## src/rtl/game_sequencer_pkg.sv

```systemverilog
// Shared encodings for the game sequencer: FSM state codes and copy-source
// selects driven onto the datapath memory mux.
package game_sequencer_pkg;

   typedef enum logic [3:0] {
      ST_LOAD_TITLE      = 4'd0,
      ST_TITLE           = 4'd1,
      ST_LOAD_STAGE      = 4'd2,
      ST_DRAW_TILE       = 4'd3,
      ST_UPDATE_TILE     = 4'd4,
      ST_DRAW_PLAYER     = 4'd5,
      ST_GAME_IDLE       = 4'd6,
      ST_PAUSED          = 4'd7,
      ST_UPDATE_STAGE    = 4'd8,
      ST_LOAD_WIN_SCREEN = 4'd9,
      ST_WIN_SCREEN      = 4'd10
   } state_t;

   localparam logic [1:0] MEM_TITLE = 2'd0;
   localparam logic [1:0] MEM_STAGE = 2'd1;
   localparam logic [1:0] MEM_WIN   = 2'd2;
   localparam logic [1:0] MEM_BUF   = 2'd3;

   // The game timebase runs through the whole redraw/update loop, but not while paused.
   function automatic logic timebase_active(input state_t s);
      return s inside {ST_DRAW_TILE, ST_UPDATE_TILE, ST_DRAW_PLAYER,
                       ST_GAME_IDLE, ST_UPDATE_STAGE};
   endfunction

endpackage

```

## src/rtl/game_sequencer_tick_timer.sv

```systemverilog
// Game-logic timebase: frame prescaler and frame counter as down-counters,
// plus the pending-tick flag and sticky overrun detection.
module game_sequencer_tick_timer #(
   parameter int CLOCKS_PER_FRAME = 833333,
   parameter int FRAMES_PER_TICK  = 15
) (
   input  logic clock,
   input  logic resetn,
   input  logic run,
   input  logic clear,
   input  logic ack,
   output logic tick_pending,
   output logic overrun
);

   localparam int PS_W = (CLOCKS_PER_FRAME > 1) ? $clog2(CLOCKS_PER_FRAME) : 1;
   localparam int FC_W = (FRAMES_PER_TICK > 1) ? $clog2(FRAMES_PER_TICK) : 1;
   localparam logic [PS_W-1:0] PS_LOAD = PS_W'(CLOCKS_PER_FRAME - 1);
   localparam logic [FC_W-1:0] FC_LOAD = FC_W'(FRAMES_PER_TICK - 1);

   logic [PS_W-1:0] ps_q;
   logic [FC_W-1:0] fc_q;
   logic            pending_q;
   logic            overrun_q;
   logic            frame_tc;
   logic            tick;

   assign frame_tc = run & (ps_q == '0);
   assign tick     = frame_tc & (fc_q == '0);

   always_ff @(posedge clock or negedge resetn) begin
      if (!resetn) begin
         ps_q      <= '0;
         fc_q      <= '0;
         pending_q <= 1'b0;
         overrun_q <= 1'b0;
      end else if (clear) begin
         ps_q      <= PS_LOAD;
         fc_q      <= FC_LOAD;
         pending_q <= 1'b0;
         overrun_q <= 1'b0;
      end else begin
         if (run) begin
            ps_q <= frame_tc ? PS_LOAD : ps_q - PS_W'(1);
            if (frame_tc)
               fc_q <= (fc_q == '0) ? FC_LOAD : fc_q - FC_W'(1);
         end
         // A tick coinciding with the acknowledge wins, so that tick is kept.
         if (tick)
            pending_q <= 1'b1;
         else if (ack)
            pending_q <= 1'b0;
         if (tick && pending_q && !ack)
            overrun_q <= 1'b1;
      end
   end

   assign tick_pending = pending_q;
   assign overrun      = overrun_q;

endmodule

```

## src/rtl/game_sequencer.sv

```systemverilog
// Top-level game control FSM: title, stage load, per-tick redraw loop of tiles
// and NUM_PLAYERS sprites, win screen, then back to title.
//
// state              | meaning
// LOAD_TITLE         | copy title ROM to the frame buffer
// TITLE              | wait for a go press
// LOAD_STAGE         | copy stage ROM, reset players/stage, clear timebase
// DRAW_TILE          | copy one tile into the frame buffer
// UPDATE_TILE        | advance tile counter, pick next tile or start sprites
// DRAW_PLAYER        | draw sprite player_sel
// GAME_IDLE          | wait for a pending tick
// PAUSED             | timebase frozen until pause drops
// UPDATE_STAGE       | one game-logic step, acknowledge the tick
// LOAD_WIN_SCREEN    | copy win ROM
// WIN_SCREEN         | wait for a go press
module game_sequencer
   import game_sequencer_pkg::*;
#(
   parameter int CLOCKS_PER_FRAME = 833333,
   parameter int FRAMES_PER_TICK  = 15,
   parameter int NUM_PLAYERS      = 2,
   localparam int PW              = $clog2(NUM_PLAYERS)
) (
   input  logic                   clock,
   input  logic                   resetn,
   input  logic                   go,
   input  logic                   pause,
   input  logic                   finished,
   input  logic                   all_tiles_drawn,
   input  logic                   game_over,
   input  logic [PW-1:0]          winner,
   output logic [1:0]             memory_select,
   output logic                   copy_enable,
   output logic                   tc_enable,
   output logic                   player_reset,
   output logic                   stage_reset,
   output logic                   draw_t,
   output logic [NUM_PLAYERS-1:0] draw_player,
   output logic [PW-1:0]          player_sel,
   output logic                   update_stage,
   output logic [PW-1:0]          win_id,
   output logic                   tick_overrun
);

   localparam logic [PW-1:0] LAST_PLAYER = PW'(NUM_PLAYERS - 1);

   state_t        state_q, state_d;
   logic [PW-1:0] player_sel_q, player_sel_d;
   logic [PW-1:0] win_id_q;
   logic          go_prev_q;
   logic          go_rise;
   logic          tick_pending;
   logic          tb_run, tb_clear, tb_ack;

   assign go_rise = go & ~go_prev_q;

   always_ff @(posedge clock or negedge resetn) begin
      if (!resetn) begin
         state_q      <= ST_LOAD_TITLE;
         player_sel_q <= '0;
         win_id_q     <= '0;
         go_prev_q    <= 1'b0;
      end else begin
         state_q      <= state_d;
         player_sel_q <= player_sel_d;
         go_prev_q    <= go;
         if (state_q == ST_UPDATE_STAGE && game_over)
            win_id_q <= winner;
      end
   end

   always_comb begin
      state_d       = state_q;
      player_sel_d  = player_sel_q;
      memory_select = MEM_TITLE;
      copy_enable   = 1'b0;
      tc_enable     = 1'b0;
      player_reset  = 1'b0;
      stage_reset   = 1'b0;
      draw_t        = 1'b0;
      draw_player   = '0;
      update_stage  = 1'b0;
      case (state_q)
         ST_LOAD_TITLE: begin
            memory_select = MEM_TITLE;
            copy_enable   = 1'b1;
            if (finished) state_d = ST_TITLE;
         end
         ST_TITLE: begin
            if (go_rise) state_d = ST_LOAD_STAGE;
         end
         ST_LOAD_STAGE: begin
            memory_select = MEM_STAGE;
            copy_enable   = 1'b1;
            player_reset  = 1'b1;
            stage_reset   = 1'b1;
            if (finished) state_d = ST_DRAW_TILE;
         end
         ST_DRAW_TILE: begin
            memory_select = MEM_BUF;
            copy_enable   = 1'b1;
            draw_t        = 1'b1;
            if (finished) state_d = ST_UPDATE_TILE;
         end
         ST_UPDATE_TILE: begin
            tc_enable = 1'b1;
            if (all_tiles_drawn) begin
               state_d      = ST_DRAW_PLAYER;
               player_sel_d = '0;
            end else begin
               state_d = ST_DRAW_TILE;
            end
         end
         ST_DRAW_PLAYER: begin
            memory_select = MEM_BUF;
            copy_enable   = 1'b1;
            for (int i = 0; i < NUM_PLAYERS; i++)
               draw_player[i] = (player_sel_q == PW'(i));
            if (finished) begin
               if (player_sel_q == LAST_PLAYER)
                  state_d = ST_GAME_IDLE;
               else
                  player_sel_d = player_sel_q + PW'(1);
            end
         end
         ST_GAME_IDLE: begin
            if (pause)
               state_d = ST_PAUSED;
            else if (tick_pending)
               state_d = ST_UPDATE_STAGE;
         end
         ST_PAUSED: begin
            if (!pause) state_d = ST_GAME_IDLE;
         end
         ST_UPDATE_STAGE: begin
            update_stage = 1'b1;
            state_d      = game_over ? ST_LOAD_WIN_SCREEN : ST_DRAW_TILE;
         end
         ST_LOAD_WIN_SCREEN: begin
            memory_select = MEM_WIN;
            copy_enable   = 1'b1;
            if (finished) state_d = ST_WIN_SCREEN;
         end
         ST_WIN_SCREEN: begin
            if (go_rise) state_d = ST_LOAD_TITLE;
         end
         default: state_d = ST_LOAD_TITLE;
      endcase
   end

   assign tb_run   = timebase_active(state_q);
   assign tb_clear = (state_q == ST_LOAD_STAGE);
   assign tb_ack   = (state_q == ST_UPDATE_STAGE);

   game_sequencer_tick_timer #(
      .CLOCKS_PER_FRAME (CLOCKS_PER_FRAME),
      .FRAMES_PER_TICK  (FRAMES_PER_TICK)
   ) u_tick_timer (
      .clock        (clock),
      .resetn       (resetn),
      .run          (tb_run),
      .clear        (tb_clear),
      .ack          (tb_ack),
      .tick_pending (tick_pending),
      .overrun      (tick_overrun)
   );

   assign player_sel = player_sel_q;
   assign win_id     = win_id_q;

endmodule

```

## config.mk

```make
export PLATFORM = sky130hd
export DESIGN_NAME = game_sequencer
export DESIGN_NICKNAME = d
export VERILOG_FILES = /design/src/rtl/game_sequencer_pkg.sv /design/src/rtl/game_sequencer_tick_timer.sv /design/src/rtl/game_sequencer.sv
export SDC_FILE = /design/constraint.sdc
export NUM_CORES = 1
export LEC_CHECK = 0
export CORE_ASPECT_RATIO = 1.1
export CORE_MARGIN = 2
export CORE_UTILIZATION = 60
export DETAILED_ROUTE_END_ITERATION = 10
export HOLD_SLACK_MARGIN = 0.08
export PLACE_DENSITY = 0.94
export SLEW_MARGIN = 20
export SYNTH_ARGS = -nofsm -noshare
export SYNTH_HDL_FRONTEND = slang
export SYNTH_HIERARCHICAL = 1
export SYNTH_SLANG_ARGS = --single-unit
```

## constraint.sdc

```tcl
create_clock -name clock -period 7.7 [get_ports clock]
set_input_delay 1.155 -clock clock [delete_from_list [all_inputs] [get_ports clock]]
set_output_delay 1.155 -clock clock [all_outputs]
set_load 0.005 [all_outputs]
```

======== Yosys cells after proc, flatten, opt, wreduce, memory -nomap -nowiden ========
Index checks and enable logic that the tools add are counted.
operators by class
  add/subtract/negate cells ............... 3
  bitwise gates (word level) .............. 5
  mux-type cells .......................... 37
  eq/ne operators ......................... 21
  reductions and logical operators ........ 18
operators by type and width
  operator                 count
  $mux W4                  16
  $mux W20                 3
  $pmux W4 S11             1
  $logic_not A20 Y1        1
  $ne A2 B2 Y1 const B     10
  $sub A20 B1 Y20 const B  1
  $eq A4 B3 Y1 const B     4
  $mux W1                  13
  $eq A4 B4 Y1 const B     3
  $reduce_and A10 Y1       1
  $eq A4 B2 Y1 const B     2
  $logic_not A4 Y1         2
  $reduce_bool A2 Y1       4
  $pmux W2 S3              1
  $reduce_bool A5 Y1       1
  $reduce_or A5 Y1         1
  $eq A4 B1 Y1 const B     1
  $sub A4 B1 Y4 const B    1
  $and A1 B1 Y1            3
  $logic_and A1 B1 Y1      3
  $mux W3                  1
  $ne A3 B2 Y1 const B     1
  $reduce_and A3 Y1        1
  $reduce_bool A3 Y1       1
  7 further kinds          8
storage, ports and cells
  output and inout bits ................... 13
  flip-flop bits (word level) ............. 33
  logic and storage cells ................. 92

======== Logic depth before layout (Yosys ltp) ========
Gate-level depths: netlist (run 1).
  depth in word-level cells ............... 8
  mapped depth ............................ 11
  depth with buffers taken out ............ 7

======== Modules after synthesis ========
Netlist (run 1), hierarchy kept.
by module, submodules not included
  module                     area an instance (µm²)  cells each  times used  seq. area each (µm²)
  game_sequencer_tick_timer  1,415.1                 150         1           650.6
  game_sequencer             643.1                   78          1           175.2

======== Worst setup path before layout (run 1) ========
OpenSTA, ideal clock, no wires.
  path kind ............................... register to register
  start point ............................. register state_q[1]
  end point ............................... register u_tick_timer.ps_q[11]
  data required time ...................... 7.622 ns
  arrival time ............................ 2.473 ns
  cell stages (with the launch flop) ...... 12
  slack ................................... 5.149 ns
  setup time .............................. 0.078 ns
  period minus slack after synthesis ...... 2.551 ns
  path through ............................ dfrtp_1 buf_4 clkbuf_1 nand2_1 mux2_2 o22ai_1 or2_2 clkbuf_1 nand3_1 clkbuf_1 or4_1 a21oi_1
on the way
  word-level cells in the longest chain between the ends .. 6
  elaborated cells on any way between the ends .. 12
  classes of those cells .................. eq/ne (6); mux (3); bitwise (1); reduce/logical (2)
ends and longest elaborated chain
  what                                        RTL line                         source
  from (decl)                                 game_sequencer.sv:47             state_t state_q, state_d;
  from (signal assigned)                      game_sequencer.sv:64             state_q <= state_d;
  $eq A4 B2 Y1, or another cell as far along  game_sequencer_pkg.sv:26         return s inside {ST_DRAW_TILE, ST_UPDATE_TILE, ST_DRAW_PLAYER,
  $reduce_bool A5 Y1 (*)                      game_sequencer_pkg.sv:26
  via tb_run                                  game_sequencer.sv:53             logic tb_run, tb_clear, tb_ack;
  $and A1 B1 Y1                               game_sequencer_tick_timer.sv:28  assign frame_tc = run & (ps_q == '0);
  $mux W20                                    game_sequencer_tick_timer.sv:44  ps_q <= frame_tc ? PS_LOAD : ps_q - PS_W'(1);
  $mux W20                                    game_sequencer_tick_timer.sv:43  if (run) begin
  $mux W20                                    game_sequencer_tick_timer.sv:37  end else if (clear) begin
  to (signal assigned)                        game_sequencer_tick_timer.sv:44
  to (decl)                                   game_sequencer_tick_timer.sv:21  logic [PS_W-1:0] ps_q;
The timed path passes the listed nets; every way through them passes the cells marked *. The select of a mux whose other input is x is not followed.
A chain may end at the register's enable or synchronous reset.

======== Final worst setup path (run 1) ========
  start point ............................. register state_q[1]
  end point ............................... output player_reset
on the way
  word-level cells in the longest chain between the ends .. 2
ends and longest elaborated chain
  what          RTL line              source
  $eq A4 B2 Y1  game_sequencer.sv:83  case (state_q)
  $mux W1       game_sequencer.sv:83
  to (decl)     game_sequencer.sv:35  output logic player_reset,
No other way between the ends.

==> results of run 1 <==
-- sequential cells by signal, summed over array words and instances, names as in the netlist --
register and count:
u_tick_timer/ps_q 20, u_tick_timer/fc_q 4, u_tick_timer/tick_pending 1, go_prev_q 1, win_id 1, u_tick_timer/overrun 1, player_sel 1, state_q 4
-- stage by stage --
stage / cell area [µm²] / util (%) / setup slack, ns
5_1_grt: 2280 / 69.1 / 4.21
6_report: 2280 / 69.1 / 4.38
3_3_place_gp: 2230 / 67.6 / 4.80
3_5_place_dp: 2230 / 67.6 / 4.69
2_1_floorplan: 2060 / - / 5.15
4_1_cts: 2280 / 69.1 / 4.37
-- worst max path at each step --
stage                from                    end  slack [ns]  depth (start not counted)
6_report       state_q[1]           player_reset        4.38                          4
5_1_grt        state_q[1]           player_reset        4.21                          4
4_1_cts        state_q[1]           player_reset        4.37                          4
3_5_place_dp        pause             state_q[2]        4.69                          5
3_3_place_gp        pause             state_q[0]        4.80                          5
2_1_floorplan  state_q[1]  u_tick_timer/ps_q[11]        5.15                         11
-- power groups by stage --
stage	clock network [W]	registers [W]	logic [W]
2_1_floorplan	0	0.000246	0.000277
3_3_place_gp	0	0.000285	0.000315
3_5_place_dp	0	0.000288	0.000333
4_1_cts	0.0000967	0.000286	0.000333
5_1_grt	0.000102	0.000298	0.000375
6_report	0.0000946	0.000287	0.000335
-- cell usage after synthesis (3+ instances only) --
cell	number	area, µm²
nand4_1	3	18.8
nor2b_1	3	18.8
nor2_1	11	41.3
xor2_1	5	43.8
a21o_1	3	22.5
inv_1	11	41.3
clkbuf_1	10	37.5
or4_1	9	67.6
ha_1	3	37.5
nand3_1	9	45.0
nand2b_1	9	56.3
nor3_1	12	60.1
o31ai_1	8	60.1
a31oi_1	3	18.8
a21oi_1	11	55.1
nand2_1	15	56.3
or3_1	9	56.3
o21ai_0	11	55.1
dfrtp_1	33	826
buf_4	3	22.5
-- cells by family (layout without fill, tap and decap cells) --
group                      after synthesis  count (layout)  synth area share (%)
buffers and inverters                   28              41                  6.20
AOI/OAI and AO/OA                       56              56                  18.7
adders and majority gates                3               3                  1.82
xor gates and xnor gates                 6               6                  2.55
and+or+nand+nor                         97              97                  28.0
muxes                                    5               5                  2.67
DFF                                     33              33                  40.1
-- layer usage --
metal | up-vias | share of wire [%]
li1 | 873 | -
met3 | 9 | 4.2
met4 | 0 | 2.0
met1 | 890 | 43
met5 | - | 0
met2 | 52 | 51
-- placed cells by master (no fill, tap or decap), types with 3 or more instances in the layout --
master,synthesis,final
o21ai_0,11,11
nor2_1,11,11
clkdlybuf4s50_1,0,20
nand3_1,9,9
a21oi_1,11,11
xor2_1,5,5
dfrtp_1,33,33
ha_1,3,3
clkbuf_4,0,5
nor2b_1,3,3
or4_1,9,9
a21o_1,3,3
nand2_1,15,15
or3_1,9,9
o31ai_1,8,8
nand4_1,3,3
nor3_1,12,12
nand2b_1,9,9
a31oi_1,3,3
inv_1,11,11
-- area by class of cell --
class / instances / area, µm²
repair buffers: 22 / 215
fillers: 254 / 1020
clock inverters: 2 / 10.0
flip-flops and latches: 33 / 826
well taps: 36 / 45.0
multi-input cells: 167 / 1100
inverters: 11 / 41.3
clock buffers: 6 / 41.3
-- tightest hold or removal path: cells and delay by family (launching register included) --
kind	cells	cell delay [ns]
flops	1	0.36
compound gates	1	0.06
simple gates	1	0.06
==> qor.csv, run 1 <==
metric,value,unit
IO Pins,21,
largest net degree at the start of global routing,34,
vias in the first global route,1720,
Nets,251,
CP Buf/Inv Count,2,
fmax,301,MHz
Mapped Area,2060,µm²
drc violations,0,
Area Growth Syn to Fin,10.9,%
Combinational Power Share,46.8,%
Final Max Tran Viols,0,
Post CTS Setup Buffer Count,0,
RSZ-0062 raised after global routing,false,
Initial Util,62.3,%
vias per cell,6.58,
Max VDD drop,212,µV
Cells after Synth,228,
CP Class,reg -> out,
post-DR wirelength/cell,15.9,µm
Min-Delay Path Class,reg -> reg,
hold path startpoint,u_tick_timer/overrun,
H-tree depth reported by CTS,2,
Setup-failing EPs final,0,
DP Cell Count,269,
root cell of the clock tree,clkbuf_4,
"FF+latch count, synth",33,
Placeable Area,3300,µm²
Reg-to-Reg End,u_tick_timer/ps_q[15],
Buffers on Ports,20,
total CTS buffers,5,
max-cap viol count,0,
CP Cell Sequence,nand2b_1 -> nor3_1 -> buf_4 -> clkdlybuf4s50_1,
global route hottest layer,met2,
initial antenna violation count,0,
DRT Pass-1 Iters,4,
proportion of power drawn by the clock network,13.2,%
clock sinks,33,
fin crit period,3.32,ns
critical-path maximum fanout,20,
met3 Resource Use GR,5.71,%
total power,0.000717,W
die height,65.4,µm
top_reg_cell synth,dfrtp_1,
first-pass GRT wire length,7600,µm
reg2reg path depth,7,
Routability Congestion,0.857,
CP max-delay cell,dfrtp_1,
Fin. Hold Viols,0,
number of synthesized flops with an enable pin,0,
sequential element share of the synthesized area,40.1,%
post-CTS resize count,0,
crit path DAT,2.16,ns
initial DRC count,146,
worst skew pair latency,0.35,ns
"CTS clk-pin slew, worst paths",0.11,ns
# diodes,0,
sw frac,42.1,%
Switching Power,0.000302,W
CP required,6.55,ns
status,completed,
Crit path max-delay family,buffers and inverters,
Critical Path Source Type,register,
Die Area,3920,µm²
Post-DRT Antenna Nets,0,
Overflow after GRT,0,
Worst Hold Slack,0.502,ns
"slowest stage delay, CP",0.73,ns
post-DP HPWL,3010,µm
Async SR Flop Fraction,100,%
Fin Clk Skew,0.0214,ns
Power Dens Cells,314,nW/µm²
Cell variety after synth,55,
internal cell power,0.000415,W
setup TNS,0,ns
worst r2r src,state_q[2],
FP Rows,22,
r2r setup slk,4.68,ns
met1 Use GR,31.7,%
die span in x,59.8,µm
Routed WL,4410,µm
CTS Hold Bufs,0,
Hold EP,u_tick_timer/overrun,
share of cells above drive strength 1,7.05,%
Yosys warning count,6,
vias,1824,
synthesized area per cell,9.03,µm²
Seq pwr share,40.0,%
relative slew slack,44.8,%
WHS Path Cells,2,
CTS Buffer Depth,2,
syn nets,239,
global-route usage over all layers,25.4,%
CTS tree,built,
global routing usage on met2,41.3,%
slew at the pin closest to its max-slew limit,0.822,ns
Leak,0.853,nW
post-route insts no fill,277,
Crit. End Element,primary output,
Final period util,43.1,%
Power figures use the tool's default switching activity.
==> run 2, diff against run 1 <==
--- a/config.mk
+++ b/config.mk
@@ -7,10 +7,10 @@
 export LEC_CHECK = 0
 export CORE_ASPECT_RATIO = 1.1
 export CORE_MARGIN = 2
-export CORE_UTILIZATION = 60
+export CORE_UTILIZATION = 56
 export DETAILED_ROUTE_END_ITERATION = 10
 export HOLD_SLACK_MARGIN = 0.08
-export PLACE_DENSITY = 0.94
+export PLACE_DENSITY = 0.89
 export SLEW_MARGIN = 20
 export SYNTH_ARGS = -nofsm -noshare
 export SYNTH_HDL_FRONTEND = slang
==> constraint.sdc (replaced) <==
create_clock -name clock -period 3.1 [get_ports clock]
set_input_delay 0.465 -clock clock [delete_from_list [all_inputs] [get_ports clock]]
set_output_delay 0.465 -clock clock [all_outputs]
set_load 0.005 [all_outputs]
==> run 2 against run 1 <==
Compared with the run above: non-clock buffer count up 5; wire length up 4.0%; clock skew down 0.019 ns; combinational power rose to 2.8 times the previous value; cell area up 4.6%; sequential power up 130%; register-to-register slack worse by 4.3 ns; flip-flop and latch count unchanged; utilization down 2.7 points; cell count up 6.9%; critical path type is now reg -> reg; largest cell class unchanged; highest routed layer unchanged.
==> qor.csv, run 2 (synthesis gave the netlist of run 1 again) <==
metric,value,unit
status,completed,
largest reg by FF count,u_tick_timer/ps_q,
die height,67.6,µm
vias in the first global route,1709,
Crit path max-delay family,compound AO/OA/AOI/OAI gates,
Buffers on Ports,20,
met1 Use GR,27.8,%
Post CTS Setup Buffer Count,0,
Largest register FFs,20,
Setup-failing EPs final,0,
WHS Path Cells,2,
fmax,369,MHz
relative slew slack,42.2,%
worst r2r src,state_q[2],
DRT Pass-1 Iters,4,
fin crit period,2.71,ns
CP Buf/Inv Count,0,
vias,1844,
DP Cell Count,288,
crit path DAT,2.83,ns
worst skew pair latency,0.28,ns
hold path startpoint,u_tick_timer/overrun,
Final WS setup,0.389,ns
H-tree depth reported by CTS,2,
Area Growth Syn to Fin,16.0,%
placed cell area,2290,µm²
CP required,3.22,ns
post-route insts no fill,296,
Final Cell Area,2390,µm²
Die Area,4180,µm²
setup TNS,0,ns
share of cells above drive strength 1,9.35,%
Switching Power,0.000755,W
IO Pins,21,
Routability Congestion,0.842,
global route hottest layer,met2,
Max VDD drop,322,µV
Placeable Area,3600,µm²
initial antenna violation count,0,
post-DR wirelength/cell,15.5,µm
Final period util,87.4,%
internal cell power,0.00118,W
first-pass GRT wire length,7390,µm
Post-DRT Antenna Nets,0,
total CTS buffers,5,
CP max-delay cell,a21oi_1,
die span in x,61.8,µm
dpl ws,0.431,ns
global routing usage on met2,42.2,%
"CTS clk-pin slew, worst paths",0.07,ns
Largest regs,"u_tick_timer/ps_q: 20 flops, state_q: 4 flops, u_tick_timer/fc_q: 4 flops",
Leak,0.898,nW
met3 Resource Use GR,4.79,%
post-CTS resize count,0,
Min-Delay Path Class,reg -> reg,
CTS Hold Bufs,0,
RSZ-0062 raised after global routing,false,
critical-path maximum fanout,16,
slew at the pin closest to its max-slew limit,0.867,ns
vias per cell,6.23,
Overflow after GRT,0,
Final Max Tran Viols,0,
post-DP HPWL,3240,µm
max-cap viol count,0,
initial DRC count,84,
drc violations,0,
Nets,256,
CTS tree,built,
# diodes,0,
total power,0.00193,W
r2r setup slk,0.39,ns
Fin Clk Skew,0.00207,ns
FP Rows,23,
Crit. End Element,register,
Fin. Hold Viols,0,
proportion of power drawn by the clock network,18.4,%
global-route usage over all layers,24.0,%
CP Cell Sequence,nand2b_1 -> o21a_1 -> o22ai_1 -> nor2b_1 -> and4b_1 -> a21oi_1 -> o21ai_0,
largest net degree at the start of global routing,34,
Power Dens Cells,809,nW/µm²
Initial Util,57.2,%
Routed WL,4590,µm
"commonest non-fill, non-tap cell in the layout",dfrtp_1,
Critical Path Source Type,register,
sw frac,39.0,%
reg2reg path depth,7,
clock sinks,33,
root cell of the clock tree,clkbuf_8,
Hold EP,u_tick_timer/overrun,
Seq pwr share,33.6,%
"slowest stage delay, CP",0.70,ns
"commonest non-fill, non-tap cells in the layout","dfrtp_1 (33), clkdlybuf4s50_1 (20), nand2_1 (15)",
Reg-to-Reg End,u_tick_timer/ps_q[18],
CP Class,reg -> reg,
CTS Buffer Depth,2,
Combinational Power Share,48.0,%
==> run 2: power by group through the flow <==
stage | clock network (W) | registers [W] | logic [W]
finish | 0.000356 | 0.000650 | 0.000928
global route | 0.000387 | 0.000665 | 0.00103
CTS | 0.000365 | 0.000647 | 0.000930
detailed placement | 0 | 0.000655 | 0.000925
global placement | 0 | 0.000647 | 0.000893
floorplan | 0 | 0.000611 | 0.000687
==> run 2: how the worst max path moves through the flow <==
| stage | slack, ns | cells past startpoint | startpoint | to |
|---|---|---|---|---|
| 4_1_cts | 0.42 | 6 | state_q[2] | u_tick_timer/ps_q[16] |
| 3_3_place_gp | 0.52 | 7 | state_q[2] | u_tick_timer/ps_q[18] |
| 3_5_place_dp | 0.43 | 7 | state_q[2] | u_tick_timer/ps_q[18] |
| 2_1_floorplan | 0.55 | 11 | state_q[1] | u_tick_timer/ps_q[11] |
| 5_1_grt | 0.14 | 6 | state_q[2] | u_tick_timer/ps_q[16] |
| 6_report | 0.39 | 7 | state_q[2] | u_tick_timer/ps_q[18] |
==> run 2: routing by layer <==
| layer | wire length [µm] | up-vias | part of all wire [%] |
|---|---|---|---|
| met1 | 2000 | 905 | 43 |
| met2 | 2320 | 49 | 51 |
| li1 | - | 881 | - |
| met3 | 178 | 9 | 3.9 |
| met5 | 0 | - | 0 |
| met4 | 88 | 0 | 1.9 |
==> run 2: cell type report <==
type,instances,area [µm²]
multi-input combinational,167,1100
tap,50,62.6
fill,303,1210
clock buffer,7,96.3
timing repair buffer,27,253
inverter,11,41.3
clock inverter,1,5.00
sequential,33,826
==> run 2: metrics by stage <==
| step | hold slack (ns) | utilization [%] |
|---|---|---|
| after floorplan | 0.169 | - |
| final | 0.515 | 66.4 |
| after global routing | 0.552 | 66.4 |
| after CTS | 0.526 | 66.4 |
| after global placement | 0.471 | 63.6 |
| after detailed placement | 0.508 | 63.6 |
==> run 2: tightest hold or removal path: stages, from the launching register on <==
cell      delay (ns)
dfrtp_1         0.35
nand2b_1        0.06
o31ai_1         0.07
==> RTL edit (config.mk and constraints of run 1) <==
Add an input register stage for `go`, `pause`, `finished`, `all_tiles_drawn`, `game_over` and `winner`, without a reset; this delays them by one clock.
--- a/src/rtl/game_sequencer.sv
+++ b/src/rtl/game_sequencer.sv
@@ -44,6 +44,22 @@
 
    localparam logic [PW-1:0] LAST_PLAYER = PW'(NUM_PLAYERS - 1);
 
+   logic go_q;
+   logic pause_q;
+   logic finished_q;
+   logic all_tiles_drawn_q;
+   logic game_over_q;
+   logic [PW-1:0] winner_q;
+
+   always_ff @(posedge clock) begin
+      go_q              <= go;
+      pause_q           <= pause;
+      finished_q        <= finished;
+      all_tiles_drawn_q <= all_tiles_drawn;
+      game_over_q       <= game_over;
+      winner_q          <= winner;
+   end
+
    state_t        state_q, state_d;
    logic [PW-1:0] player_sel_q, player_sel_d;
    logic [PW-1:0] win_id_q;
@@ -52,7 +68,7 @@
    logic          tick_pending;
    logic          tb_run, tb_clear, tb_ack;
 
-   assign go_rise = go & ~go_prev_q;
+   assign go_rise = go_q & ~go_prev_q;
 
    always_ff @(posedge clock or negedge resetn) begin
       if (!resetn) begin
@@ -63,9 +79,9 @@
       end else begin
          state_q      <= state_d;
          player_sel_q <= player_sel_d;
-         go_prev_q    <= go;
-         if (state_q == ST_UPDATE_STAGE && game_over)
-            win_id_q <= winner;
+         go_prev_q    <= go_q;
+         if (state_q == ST_UPDATE_STAGE && game_over_q)
+            win_id_q <= winner_q;
       end
    end
 
@@ -84,7 +100,7 @@
          ST_LOAD_TITLE: begin
             memory_select = MEM_TITLE;
             copy_enable   = 1'b1;
-            if (finished) state_d = ST_TITLE;
+            if (finished_q) state_d = ST_TITLE;
          end
          ST_TITLE: begin
             if (go_rise) state_d = ST_LOAD_STAGE;
@@ -94,17 +110,17 @@
             copy_enable   = 1'b1;
             player_reset  = 1'b1;
             stage_reset   = 1'b1;
-            if (finished) state_d = ST_DRAW_TILE;
+            if (finished_q) state_d = ST_DRAW_TILE;
          end
          ST_DRAW_TILE: begin
             memory_select = MEM_BUF;
             copy_enable   = 1'b1;
             draw_t        = 1'b1;
-            if (finished) state_d = ST_UPDATE_TILE;
+            if (finished_q) state_d = ST_UPDATE_TILE;
          end
          ST_UPDATE_TILE: begin
             tc_enable = 1'b1;
-            if (all_tiles_drawn) begin
+            if (all_tiles_drawn_q) begin
                state_d      = ST_DRAW_PLAYER;
                player_sel_d = '0;
             end else begin
@@ -116,7 +132,7 @@
             copy_enable   = 1'b1;
             for (int i = 0; i < NUM_PLAYERS; i++)
                draw_player[i] = (player_sel_q == PW'(i));
-            if (finished) begin
+            if (finished_q) begin
                if (player_sel_q == LAST_PLAYER)
                   state_d = ST_GAME_IDLE;
                else
@@ -124,22 +140,22 @@
             end
          end
          ST_GAME_IDLE: begin
-            if (pause)
+            if (pause_q)
                state_d = ST_PAUSED;
             else if (tick_pending)
                state_d = ST_UPDATE_STAGE;
          end
          ST_PAUSED: begin
-            if (!pause) state_d = ST_GAME_IDLE;
+            if (!pause_q) state_d = ST_GAME_IDLE;
          end
          ST_UPDATE_STAGE: begin
             update_stage = 1'b1;
-            state_d      = game_over ? ST_LOAD_WIN_SCREEN : ST_DRAW_TILE;
+            state_d      = game_over_q ? ST_LOAD_WIN_SCREEN : ST_DRAW_TILE;
          end
          ST_LOAD_WIN_SCREEN: begin
             memory_select = MEM_WIN;
             copy_enable   = 1'b1;
-            if (finished) state_d = ST_WIN_SCREEN;
+            if (finished_q) state_d = ST_WIN_SCREEN;
          end
          ST_WIN_SCREEN: begin
             if (go_rise) state_d = ST_LOAD_TITLE;
Check against the original RTL: not equivalent (Yosys sat finds a counterexample within 4 cycles, from zero or initial values and one cycle with resetn low).
==> RTL edit against run 1 <==
- critical path depth fell by 1
- synthesized cell count rose by 2.6%
- utilization rose by 0.75 points
- area after synthesis rose by 6.3%
- first-iteration DRC count fell by 4.8%
- via count rose by 1.2%
- final area rose by 9.2%
- non-clock buffer count did not move
- cell count rose by 7.2%
- routed wire length rose by 7.3%
- register-to-register slack improved by 40 ps
- power rose by 17%
- sequential cell count rose by 6
- worst setup slack barely moved
==> RTL edit: results (changes against run 1) <==
.. list-table::
   :header-rows: 1

   * - Metric
     - Value
   * - Result of the run
     - completed (unchanged)
   * - DR vias/cell
     - 6.21 (was 6.58)
   * - Leak pwr
     - 0.934 nW (was 0.853 nW)
   * - Maximum vdd ir drop
     - 0.151 mV (was 0.212 mV)
   * - Number of distinct library cells after synthesis
     - 58 (was 55)
   * - End point of the critical path
     - update_stage (was player_reset)
   * - Library cell used as clock root buffer
     - sky130_fd_sc_hd__clkbuf_8 (was sky130_fd_sc_hd__clkbuf_4)
   * - Detailed-router iteration count before antenna repair
     - 5 (was 4)
   * - Register-to-register setup slack
     - 4720 ps (was 4680 ps)
   * - Final-stage net count
     - 257 (was 251)
   * - Synth cell count leaders
     - sky130_fd_sc_hd__dfrtp_1 (33), sky130_fd_sc_hd__nand2_1 (15), sky130_fd_sc_hd__a21oi_1 (13) (was sky130_fd_sc_hd__dfrtp_1 (33), sky130_fd_sc_hd__nand2_1 (15), sky130_fd_sc_hd__nor3_1 (12))
   * - Global-route wire length before repair
     - 7.48 mm (was 7.60 mm)
   * - Register clock-pin slew on the reported worst setup and hold paths
     - 70 ps (was 110 ps)
   * - Wirelength, routed
     - 4.73 mm (was 4.41 mm)
   * - Routability Congestion
     - 0.861 (was 0.857)
   * - Worst Setup SP
     - state_q[2]$_DFFE_PN0P_ (was state_q[1]$_DFFE_PN0P_)
   * - Max-slew headroom at the worst pin
     - 44.9% (was 44.8%)
   * - Source-to-sink clock delay at the later pin of the worst-skew pair
     - 300 ps (was 350 ps)
   * - Estimated wirelength of the detail-placed design
     - 3.11 mm (was 3.01 mm)
   * - Top post-synthesis cells by area
     - sky130_fd_sc_hd__dfrtp_1 (38%), sky130_fd_sc_hd__dfxtp_1 (5.5%), sky130_fd_sc_hd__or4_1 (3.1%) (was sky130_fd_sc_hd__dfrtp_1 (40%), sky130_fd_sc_hd__or4_1 (3.3%), sky130_fd_sc_hd__nor3_1 (2.9%))
   * - Async SR Flop Fraction
     - 84.6% (was 100%)
   * - Reg-to-reg critical path startpoint
     - state_q[3]$_DFFE_PN0P_ (was state_q[2]$_DFFE_PN0P_)
   * - Ratio of cells with drive above 1 in the final layout
     - 8.10% (was 7.05%)
   * - Reg-to-reg endpoint
     - u_tick_timer/ps_q[18]$_DFFE_PN0P_ (was u_tick_timer/ps_q[15]$_DFFE_PN0P_)
   * - Number of violations reported at the end of detailed-routing iteration 0
     - 139 (was 146)
   * - Overall fraction of global-route tracks in use
     - 24.4% (was 25.4%)
[RTL edit: critical path: stages (launching register included)]
cell	delay [ps]
sky130_fd_sc_hd__dfrtp_1	570
sky130_fd_sc_hd__nand2b_1	290
sky130_fd_sc_hd__nor3_1	420
sky130_fd_sc_hd__clkdlybuf4s50_1	590
[RTL edit: how the worst min path moves through the flow]
stage,start,endpoint,cells past startpoint
6_report,go_q$_DFF_P_,go_prev_q$_DFF_PN0_,0
5_1_grt,go_q$_DFF_P_,go_prev_q$_DFF_PN0_,0
4_1_cts,go_q$_DFF_P_,go_prev_q$_DFF_PN0_,0
3_5_place_dp,go_q$_DFF_P_,go_prev_q$_DFF_PN0_,0
3_3_place_gp,go_q$_DFF_P_,go_prev_q$_DFF_PN0_,0
2_1_floorplan,go_q$_DFF_P_,go_prev_q$_DFF_PN0_,0
[RTL edit: area by class of cell]
type / count / area (um^2) / area share (%)
clock buffer: 5 / 68.8 / 2.76
clock inverter: 3 / 43.8 / 1.76
inverter: 10 / 37.5 / 1.51
multi-input combinational: 168 / 1120 / 44.9
sequential: 39 / 946 / 37.9
tap: 50 / 62.6 / 2.51
timing repair buffer: 22 / 215 / 8.63
[RTL edit: kinds of logic after synthesis]
| logic type | count (synthesis) | share of synthesized area [%] |
|---|---|---|
| AOI/OAI and AO/OA | 56 | 17.7 |
| xor gates and xnor gates | 6 | 2.40 |
| adders and majority gates | 3 | 1.72 |
| buffers and inverters | 27 | 5.60 |
| DFF | 39 | 43.2 |
| muxes | 5 | 2.86 |
| and+or+nand+nor | 98 | 26.5 |
[RTL edit: routing by layer]
| metal | global-route usage [%] | part of all wire, % | up-vias |
|---|---|---|---|
| met5 | 0 | 0 | - |
| met4 | 8.51 | 1.8 | 0 |
| met3 | 5.94 | 5.6 | 10 |
| met2 | 38.8 | 49 | 65 |
| met1 | 32.1 | 43 | 881 |
| li1 | - | - | 889 |
[RTL edit: stage by stage]
step / total power, mW / setup slack, ps / hold WS, ps / instances / utilization, %
3_5_place_dp: 0.668 / 4760 / 356 / 289 / 66.7
5_1_grt: 0.902 / 4290 / 374 / 297 / 69.9
6_report: 0.840 / 4380 / 365 / 297 / 69.9
2_1_floorplan: 0.570 / 5130 / 345 / 234 / -
4_1_cts: 0.841 / 4370 / 367 / 297 / 69.9
3_3_place_gp: 0.650 / 4740 / 352 / 289 / 66.7
[RTL edit: where the power goes]
part / total (mW) / switching (mW) / internal (mW)
sequential: 0.320 / 0.0728 / 0.247
combinational: 0.351 / 0.175 / 0.176
clock: 0.169 / 0.0727 / 0.0964
total: 0.840 / 0.321 / 0.519
